==> config.mk <==
export PLATFORM = sky130hd
export DESIGN_NAME = shape_scheduler
export DESIGN_NICKNAME = d
export VERILOG_FILES = /design/src/rtl/gpu_pkg.sv /design/src/rtl/cmd_fifo.sv /design/src/rtl/shape_scheduler.sv
export SDC_FILE = /design/constraint.sdc
export NUM_CORES = 1
export LEC_CHECK = 0
export ABC_AREA = 1
export CAP_MARGIN = 25
export CORE_UTILIZATION = 45
export DETAILED_ROUTE_END_ITERATION = 8
export PLACE_DENSITY = 0.69
export SLEW_MARGIN = 20
export SYNTH_ARGS = -nofsm -noshare
export SYNTH_HDL_FRONTEND = slang
export SYNTH_HIERARCHICAL = 1
export SYNTH_SLANG_ARGS = --single-unit
==> constraint.sdc <==
create_clock -name clk -period 14.05 [get_ports clk]
set_input_delay 2.81 -clock clk [delete_from_list [all_inputs] [get_ports clk]]
set_output_delay 2.81 -clock clk [all_outputs]
set_load 0.01 [all_outputs]
==> src/rtl/gpu_pkg.sv <==
// Shared types and constants for the shape scheduler front-end.
package gpu_pkg;

  localparam int OPC_W   = 96;
  localparam int ADDR_W  = 19;
  localparam int COLOR_W = 16;

  localparam logic [3:0] CMD_SWAP = 4'hF;
  localparam logic [3:0] CMD_NOP  = 4'hE;

  typedef enum logic {
    IDLE = 1'b0,
    DRAW = 1'b1
  } sched_state_t;

  // Command type lives in the top nibble of every opcode.
  function automatic logic [3:0] cmd_type(input logic [OPC_W-1:0] opc);
    return opc[OPC_W-1 -: 4];
  endfunction

endpackage

==> src/rtl/cmd_fifo.sv <==
// Synchronous command FIFO with registered occupancy count.
// The head entry only becomes visible on the cycle after it was written.
module cmd_fifo #(
  parameter int WIDTH = 96,
  parameter int DEPTH = 8
) (
  input  logic                   clk,
  input  logic                   rst,
  input  logic                   wr_en,
  input  logic [WIDTH-1:0]       wr_data,
  input  logic                   rd_en,
  output logic [WIDTH-1:0]       rd_data,
  output logic                   full,
  output logic                   empty,
  output logic [$clog2(DEPTH):0] count
);

  localparam int AW = $clog2(DEPTH);

  logic [WIDTH-1:0] mem [DEPTH];
  logic [AW-1:0]    wr_ptr;
  logic [AW-1:0]    rd_ptr;
  logic             do_push;
  logic             do_pop;

  assign full    = (count == (AW+1)'(DEPTH));
  assign empty   = (count == '0);
  assign do_push = wr_en & ~full;
  assign do_pop  = rd_en & ~empty;
  assign rd_data = mem[rd_ptr];

  // Pointers and occupancy; pointers wrap naturally since DEPTH is a power of 2.
  always_ff @(posedge clk or posedge rst) begin
    // NOTE: sequential state uses non-blocking assignments so every flop samples pre-edge values.
    if (rst) begin
      wr_ptr <= '0;
      rd_ptr <= '0;
      count  <= '0;
    end else begin
      if (do_push) wr_ptr <= wr_ptr + 1'b1;
      if (do_pop)  rd_ptr <= rd_ptr + 1'b1;
      case ({do_push, do_pop})
        2'b10:   count <= count + 1'b1;
        2'b01:   count <= count - 1'b1;
        default: count <= count;
      endcase
    end
  end

  // Storage array; contents are meaningless until written, so no reset.
  // NOTE: leaving the memory out of reset lets it map onto plain RAM/flops without reset muxes.
  always_ff @(posedge clk) begin
    if (do_push) mem[wr_ptr] <= wr_data;
  end

endmodule

==> src/rtl/shape_scheduler.sv <==
// Command front-end: queues draw opcodes, issues them to the raster core,
// relays pixels to the frame-buffer writer, executes buffer swaps between
// shapes and aborts a shape whose core goes silent for WATCHDOG cycles.
module shape_scheduler
  import gpu_pkg::*;
#(
  parameter int DEPTH    = 8,
  parameter int WATCHDOG = 4096
) (
  input  logic               clk,
  input  logic               rst,
  input  logic               cmd_valid,
  input  logic [OPC_W-1:0]   cmd_opcode,
  output logic               cmd_ready,
  output logic               core_new_shape,
  output logic [OPC_W-1:0]   core_opcode,
  input  logic               core_shape_done,
  input  logic               core_data_ready,
  input  logic [ADDR_W-1:0]  core_address,
  input  logic [COLOR_W-1:0] core_color,
  output logic               core_data_sent,
  output logic               fb_wr_en,
  output logic [ADDR_W:0]    fb_addr,
  output logic [COLOR_W-1:0] fb_wdata,
  input  logic               fb_wr_ack,
  output logic               front_buffer,
  output logic               frame_swap,
  output logic               busy,
  output logic               abort_err
);

  localparam int CNT_W = $clog2(DEPTH) + 1;
  localparam int WD_W  = $clog2(WATCHDOG);
  localparam logic [WD_W-1:0] WD_LAST = WD_W'(WATCHDOG - 1);

  sched_state_t     state, state_nxt;
  logic             rdy_en;
  logic             fifo_full, fifo_empty;
  logic [CNT_W-1:0] fifo_count;
  logic [OPC_W-1:0] head;
  logic             push, pop;
  logic             start_shape, do_swap;
  logic             done_pending;
  logic             relay_latch, relay_ack;
  logic             wd_quiet, wd_abort;
  logic [WD_W-1:0]  wd_cnt;

  // cmd_ready stays low through reset and for the first edge after release.
  assign cmd_ready = rdy_en & ~fifo_full;
  assign push      = cmd_valid & cmd_ready;
  assign busy      = (fifo_count != '0) | (state != IDLE) | fb_wr_en;

  // One pixel in flight at most: no new latch while holding or while data_sent pulses.
  assign relay_ack   = (state == DRAW) & fb_wr_en & fb_wr_ack;
  assign relay_latch = (state == DRAW) & ~fb_wr_en & ~core_data_sent & core_data_ready;

  assign wd_quiet = ~core_data_ready & ~core_shape_done & ~fb_wr_ack;
  assign wd_abort = (state == DRAW) & wd_quiet & (wd_cnt == WD_LAST);

  cmd_fifo #(
    .WIDTH (OPC_W),
    .DEPTH (DEPTH)
  ) u_cmd_fifo (
    .clk     (clk),
    .rst     (rst),
    .wr_en   (push),
    .wr_data (cmd_opcode),
    .rd_en   (pop),
    .rd_data (head),
    .full    (fifo_full),
    .empty   (fifo_empty),
    .count   (fifo_count)
  );

  // Scheduler state register.
  always_ff @(posedge clk or posedge rst) begin
    if (rst) state <= IDLE;
    else     state <= state_nxt;
  end

  // Next-state decode: dispatch the FIFO head in IDLE, wait for shape completion in DRAW.
  always_comb begin
    // NOTE: every output of this block is defaulted first so no path can infer a latch.
    state_nxt   = state;
    pop         = 1'b0;
    start_shape = 1'b0;
    do_swap     = 1'b0;
    case (state)
      IDLE: begin
        if (!fifo_empty) begin
          pop = 1'b1;
          if (cmd_type(head) == CMD_SWAP) begin
            do_swap = 1'b1;
          end else if (cmd_type(head) != CMD_NOP) begin
            start_shape = 1'b1;
            state_nxt   = DRAW;
          end
        end
      end
      DRAW: begin
        if (wd_abort) begin
          state_nxt = IDLE;
        end else if ((done_pending || core_shape_done) && !relay_latch &&
                     (!fb_wr_en || fb_wr_ack)) begin
          state_nxt = IDLE;
        end
      end
      default: state_nxt = IDLE;
    endcase
  end

  // Shape issue: opcode capture, start pulse, abort pulse and ready enable.
  always_ff @(posedge clk or posedge rst) begin
    if (rst) begin
      rdy_en         <= 1'b0;
      core_new_shape <= 1'b0;
      core_opcode    <= '0;
      abort_err      <= 1'b0;
    end else begin
      rdy_en         <= 1'b1;
      core_new_shape <= start_shape;
      abort_err      <= wd_abort;
      if (start_shape) core_opcode <= head;
    end
  end

  // Remember a shape_done that arrived while a pixel was still waiting for its ack.
  always_ff @(posedge clk or posedge rst) begin
    if (rst)                                        done_pending <= 1'b0;
    else if (state == DRAW && state_nxt == DRAW)    done_pending <= done_pending | core_shape_done;
    else                                            done_pending <= 1'b0;
  end

  // Pixel relay: latch one pixel into the back buffer, hold until acked, then pulse data_sent.
  always_ff @(posedge clk or posedge rst) begin
    if (rst) begin
      fb_wr_en       <= 1'b0;
      fb_addr        <= '0;
      fb_wdata       <= '0;
      core_data_sent <= 1'b0;
    end else begin
      core_data_sent <= relay_ack;
      if (wd_abort || relay_ack) begin
        fb_wr_en <= 1'b0;
      end else if (relay_latch) begin
        fb_wr_en <= 1'b1;
        fb_addr  <= {~front_buffer, core_address};
        fb_wdata <= core_color;
      end
    end
  end

  // Watchdog: counts consecutive silent DRAW cycles, cleared by any core/writer activity.
  always_ff @(posedge clk or posedge rst) begin
    if (rst)                                   wd_cnt <= '0;
    else if (state != DRAW || !wd_quiet || wd_abort) wd_cnt <= '0;
    else                                       wd_cnt <= wd_cnt + 1'b1;
  end

  // Double-buffer select; toggles only when a SWAP command is popped in IDLE.
  always_ff @(posedge clk or posedge rst) begin
    if (rst) begin
      front_buffer <= 1'b0;
      frame_swap   <= 1'b0;
    end else begin
      frame_swap <= do_swap;
      if (do_swap) front_buffer <= ~front_buffer;
    end
  end

endmodule
Word-level counts from Yosys, hierarchy flattened
Memories as Yosys holds them, arrays and structs flattened.
Index checks and enable logic that the tools add are counted.
{"block": "classes", "addsub": 5, "multipliers": 0, "div_mod_pow": 0, "order_cmp": 0, "n_eq_ne": 6, "n_shift": 0, "n_mux": 19, "bitwise_logic": 26, "reduce_logical": 16}
{"cell": "$mux W1", "count": 16}
{"cell": "$and A1 B1 Y1", "count": 13}
{"cell": "$add A12 B1 Y12 const B", "count": 1}
{"cell": "$eq A12 B12 Y1 const B", "count": 1}
{"cell": "$mux W12", "count": 1}
{"cell": "$not A1 Y1", "count": 10}
{"cell": "$eq A4 B4 Y1 const B", "count": 2}
{"cell": "$pmux W4 S2", "count": 1}
{"cell": "$add A3 B1 Y3 const B", "count": 2}
{"cell": "$logic_or A1 B1 Y1", "count": 5}
{"cell": "$add A4 B1 Y4 const B", "count": 1}
{"cell": "$logic_not A4 Y1", "count": 1}
{"cell": "$ne A4 B4 Y1 const B", "count": 1}
{"cell": "$reduce_bool A2 Y1", "count": 2}
{"cell": "$reduce_bool A4 Y1", "count": 1}
{"cell": "$sub A4 B1 Y4 const B", "count": 1}
{"cell": "$logic_and A1 B1 Y1", "count": 3}
{"cell": "$logic_not A1 Y1", "count": 3}
{"cell": "$or A1 B1 Y1", "count": 3}
{"cell": "$eq A2 B1 Y1 const B", "count": 1}
{"cell": "$eq A2 B2 Y1 const B", "count": 1}
{"cell": "$pmux W1 S2", "count": 1}
{"cell": "$reduce_and A2 Y1", "count": 1}
{"block": "word_totals", "regBits": 163, "latchBits": 0, "mem_bits_rw": 768, "mem_bits_ro": 0, "inputBits": 137, "output_inout_bits": 140, "n_memories": 1}
{"name": "u_cmd_fifo.mem", "depth": 8, "word_bits": 96, "rd": 1, "rd_clocked_by_memory_dff": 0, "write_ports": 1, "line_no": "cmd_fifo.sv:20", "text": "logic [WIDTH-1:0] mem [DEPTH];"}

Logic depth before layout (Yosys ltp)
{"block": "logic_depth", "ltp_word": 12, "mapped_depth": 17, "depth_no_buf": 14}

Cells and area by module
Netlist, hierarchy kept.
{"mod": "cmd_fifo", "n_inst": 1, "cells_per_inst": 3401, "area_per_inst_um2": 33547.2, "seq_area_each_um2": 23312.4}
{"mod": "shape_scheduler", "n_inst": 1, "cells_per_inst": 681, "area_per_inst_um2": 5990.7, "seq_area_each_um2": 3828.7}

Least setup slack after synthesis
Ideal clock, no wire load.
{"block": "synth_timing", "path_type": "input-to-reg", "from": "input cmd_valid", "to": "memory u_cmd_fifo.mem[4][0] (enable)", "setup_time_ns": 0.669, "t_arrival_ns": 9.835, "required_ns": 13.381, "slack_ns": 3.546, "cell_stages": 4, "path_cell_list": "nor3b_1 -> nand2_1 -> buf_2 -> nor3_1"}
{"block": "synth_via", "elab_chain_cells": 4}
{"element": "start, declared", "line_no": "shape_scheduler.sv:12", "text": "input logic cmd_valid,"}
{"element": "$and A1 B1 Y1", "line_no": "shape_scheduler.sv:50", "text": "assign push = cmd_valid & cmd_ready;"}
{"element": "$and A1 B1 Y1", "line_no": "cmd_fifo.sv:28", "text": "assign do_push = wr_en & ~full;"}
{"element": "$mux W1", "line_no": "cmd_fifo.sv:53", "text": "if (do_push) mem[wr_ptr] <= wr_data;"}
{"element": "$mux W1 (not written as such)", "line_no": "cmd_fifo.sv:53"}
{"element": "end, declared", "line_no": "cmd_fifo.sv:20"}
No other way between the ends.

Worst setup path in the final report
{"block": "layout_timing", "from": "input cmd_valid", "to": "memory u_cmd_fifo.mem[7][8] (enable)"}
{"block": "layout_via", "elab_chain_cells": 4}
{"element": "$and A1 B1 Y1", "line_no": "shape_scheduler.sv:50"}
{"element": "via push", "line_no": "shape_scheduler.sv:41", "text": "logic push, pop;"}
{"element": "$and A1 B1 Y1", "line_no": "cmd_fifo.sv:28"}
{"element": "$mux W1", "line_no": "cmd_fifo.sv:53"}
{"element": "$mux W1 (not written as such)", "line_no": "cmd_fifo.sv:53"}
The timed path passes the listed nets, and every way through them passes these cells.

==> metrics.txt <==
status=completed; Clk pin slew, worst setup/hold paths=0.06 ns; Final TNS setup=0 ns; Max Freq=0.185 GHz; FF-to-FF setup slack=9.19 ns; FF+latch count, synth=931; IO Pins=~280; RR Startpoint=u_cmd_fifo/rd_ptr[1]$_DFFE_PP0P_; Setup crit start=cmd_valid; Slew HR=16.0%; DR pass1 iterations=5; Hold Fails Final Rpt=0; max_cap viols=0; RSZ-0062 raised after global routing=false; RD Place Congestion=0.776; max-slew violation count=0; H-tree depth=3; # port buffers=between 200 and 300; Critical Path RT=approximately 14 ns; crit path launch type=input pin; number of gates given a new drive strength after cts=0; total power=between 0.009 and 0.01 W; DR vias/cell=~4.7; syn_nets=approximately 4200; number of DRC markers in iteration 0=1786; total grt overflow=0; Cells after Synth=between 4000 and 5000; Layout area overhead=17.2%; largest net degree at the start of global routing=between 200 and 300; TritonCTS Buffers=between 90 and 100; Die Span X=approximately 300 um; Netlist cell types=28; worst reg2reg endpoint=core_opcode[77]$_DFFE_PP0P_; nets=between 4000 and 5000; worst skew pair latency=approximately 0.66 ns; sequential element share of the synthesized area=68.6%; CP Max Fanout=55; static leakage=around 20 nW; die area=a little under 0.09 sq mm; DRC=0; Worst Setup EP=u_cmd_fifo/mem[7][8]$_DFFE_PP_; Die H=about 300 um; maximum clock path buffer count=3; Tightest Pin Transition=between 1 and 1.5 ns; Final Skew=0.0263 ns; Via Count=25800; first-pass GRT wire length=137000 um; crit-path max cell delay=approximately 0.81 ns; cts hold-fix bufs=0; CTS tree=done; cell with the largest stage delay on the worst path=buf_4; worst reg-to-reg path cell count=14; Crit path top cell by count=buf_4; critical setup path kind=in -> reg; Worst VDD drop=about 0.20 mV; worst min path class=reg -> reg; TritonCTS Sinks=between 900 and 1000; total length of routed wires=around 87000 um; min cycle time layout=between 5 and 6 ns; number of global-route vias before repair=approximately 25000; initial antenna violation count=8; drt wl/cell=approximately 16 um; P per Cell Area=between 200 and 250 mW/mm^2; Synth Area per Inst=~9.7 sq um; Initial Util=about 46%; core area=around 0.087 sq mm; Post-Syn Area=about 0.04 sq mm; share of layout cells above drive strength 1=approximately 4.5%; Worst Hold Slack=approximately 0.46 ns; clock root cell=clkbuf_16; CP arrival=between 5 and 6 ns; Core Rows=108; number of warnings issued by yosys=6; GRT Util Overall=19.5%; final setup fails=0; dpl hpwl=48500 um; critical-path cell list=clkdlybuf4s50_1 -> nor3b_1 -> nand2_1 -> nor3_2 -> buf_4 -> buf_4; number of routed nets with antenna violations=0; post-CTS setup buffers=0; CP Capture Type=flip-flop; Final period util=approximately two fifths
==> cells in the final DEF, fill, tap and decap left out, drive strengths merged, types with 2 or more instances in the layout <==
cell / netlist / layout
clkinv: 1 / 41
buf: 156 / 36
nand4: 2 / 2
edfxtp: 768 / 768
bufinv: 0 / 11
nand2: 1626 / 1626
inv: 453 / 460
xor2: 6 / 6
a21oi: 2 / 2
diode: 0 / 2
ha: 6 / 6
nand3: 15 / 15
dfrtp: 163 / 163
clkinvlp: 0 / 2
xnor2: 4 / 4
o21ai: 43 / 43
clkbuf: 24 / 117
nor3: 10 / 10
clkdlybuf4s50: 0 / 276
nor2: 797 / 797
==> worst min path at each step <==
stage,from,to,slack (ns),cells past startpoint
after floorplan,wd_cnt[0]$_DFF_PP0_,wd_cnt[0]$_DFF_PP0_,0.43,1
after global placement,wd_cnt[0]$_DFF_PP0_,wd_cnt[0]$_DFF_PP0_,0.45,1
after detailed placement,wd_cnt[0]$_DFF_PP0_,wd_cnt[0]$_DFF_PP0_,0.45,1
after CTS,wd_cnt[0]$_DFF_PP0_,wd_cnt[0]$_DFF_PP0_,0.46,1
after global routing,wd_cnt[0]$_DFF_PP0_,wd_cnt[0]$_DFF_PP0_,0.49,1
final,wd_cnt[0]$_DFF_PP0_,wd_cnt[0]$_DFF_PP0_,0.46,1
==> flip-flops by register name, summed over array words and instances (netlist names) <==
name / flops
rdy_en: 1
u_cmd_fifo/rd_ptr: 3
core_new_shape: 1
u_cmd_fifo/mem: 768
u_cmd_fifo/count: 4
front_buffer: 1
abort_err: 1
core_opcode: 96
core_data_sent: 1
done_pending: 1
state: 1
fb_wdata: 16
fb_wr_en: 1
u_cmd_fifo/wr_ptr: 3
fb_addr: 20
wd_cnt: 12
frame_swap: 1
==> critical path: cells and delay by family <==
kind | cells | cell delay (ns)
and+or+nand+nor | 3 | 0.90
buffers and inverters | 3 | 1.86
==> cell families (layout without fill, tap and decap cells) <==
logic type	after synthesis	in the layout	share of synthesized area, %
simple gates	2453	2453	23.4
flops	931	931	68.6
buf+inv	634	943	6.85
compound gates	46	46	0.589
xor+xnor	10	10	0.222
fa+ha+maj	7	7	0.241
other cells	1	3	0.00948
==> per-layer routing <==
layer	global-route usage (%)	vias to the layer above	part of all wire, %
li1	-	13100	-
met1	25.9	12000	44
met2	33.0	597	48
met3	2.91	119	4.9
met4	6.52	8	2.4
met5	0	-	0.047
==> where the power goes <==
| part | internal, W | switching, W |
|---|---|---|
| clock network | 0.00149 | 0.00105 |
| logic | 0.00113 | 0.00208 |
| registers | 0.00338 | 0.000228 |
==> area by class of cell <==
class                           count  area [sq um]
Inverter                          454          1720
Multi-Input combinational cell   2517          9730
Tap cell                         1155          1450
Fill cell                        7291         40600
Antenna cell                        2          5.00
Timing Repair Buffer              312          3120
Clock inverter                     60           628
Sequential cell                   931         27200
Clock buffer                      117          2540
==> synthesized netlist by cell type <==
library cell     n  area share (%)
a21oi_1          2           0.025
buf_1            8           0.076
buf_2          111             1.4
buf_4           23            0.44
buf_6           14            0.40
clkbuf_1        24            0.23
clkinv_1         1          0.0095
conb_1           1          0.0095
dfrtp_1        163              10
edfxtp_1       768              58
fa_1             1           0.051
ha_1             6            0.19
inv_1          452             4.3
inv_2            1          0.0095
nand2_1       1625              15
nand2_4          1           0.028
nand3_1         15            0.19
nand4_1          2           0.032
nor2_1         796             7.6
nor2_4           1           0.028
nor3_1          10            0.13
nor3b_1          1           0.019
nor4_1           1           0.016
o21ai_0         43            0.54
o21bai_1         1           0.019
or2_2            1           0.016
xnor2_1          4           0.089
xor2_1           6            0.13
==> metrics by stage <==
| step | util (%) | instance area, sq um | std cells | worst slack [ns] |
|---|---|---|---|---|
| global route | 53.3 | 46300 | 5548 | 8.40 |
| detailed placement | 49.6 | 43100 | 5366 | 7.95 |
| global placement | 49.6 | 43100 | 5365 | 8.02 |
| floorplan | - | 39500 | 4082 | 3.55 |
| CTS | 53.2 | 46300 | 5543 | 8.64 |
| finish | 53.3 | 46300 | 5548 | 8.63 |
(Power assumes the default switching activity.)
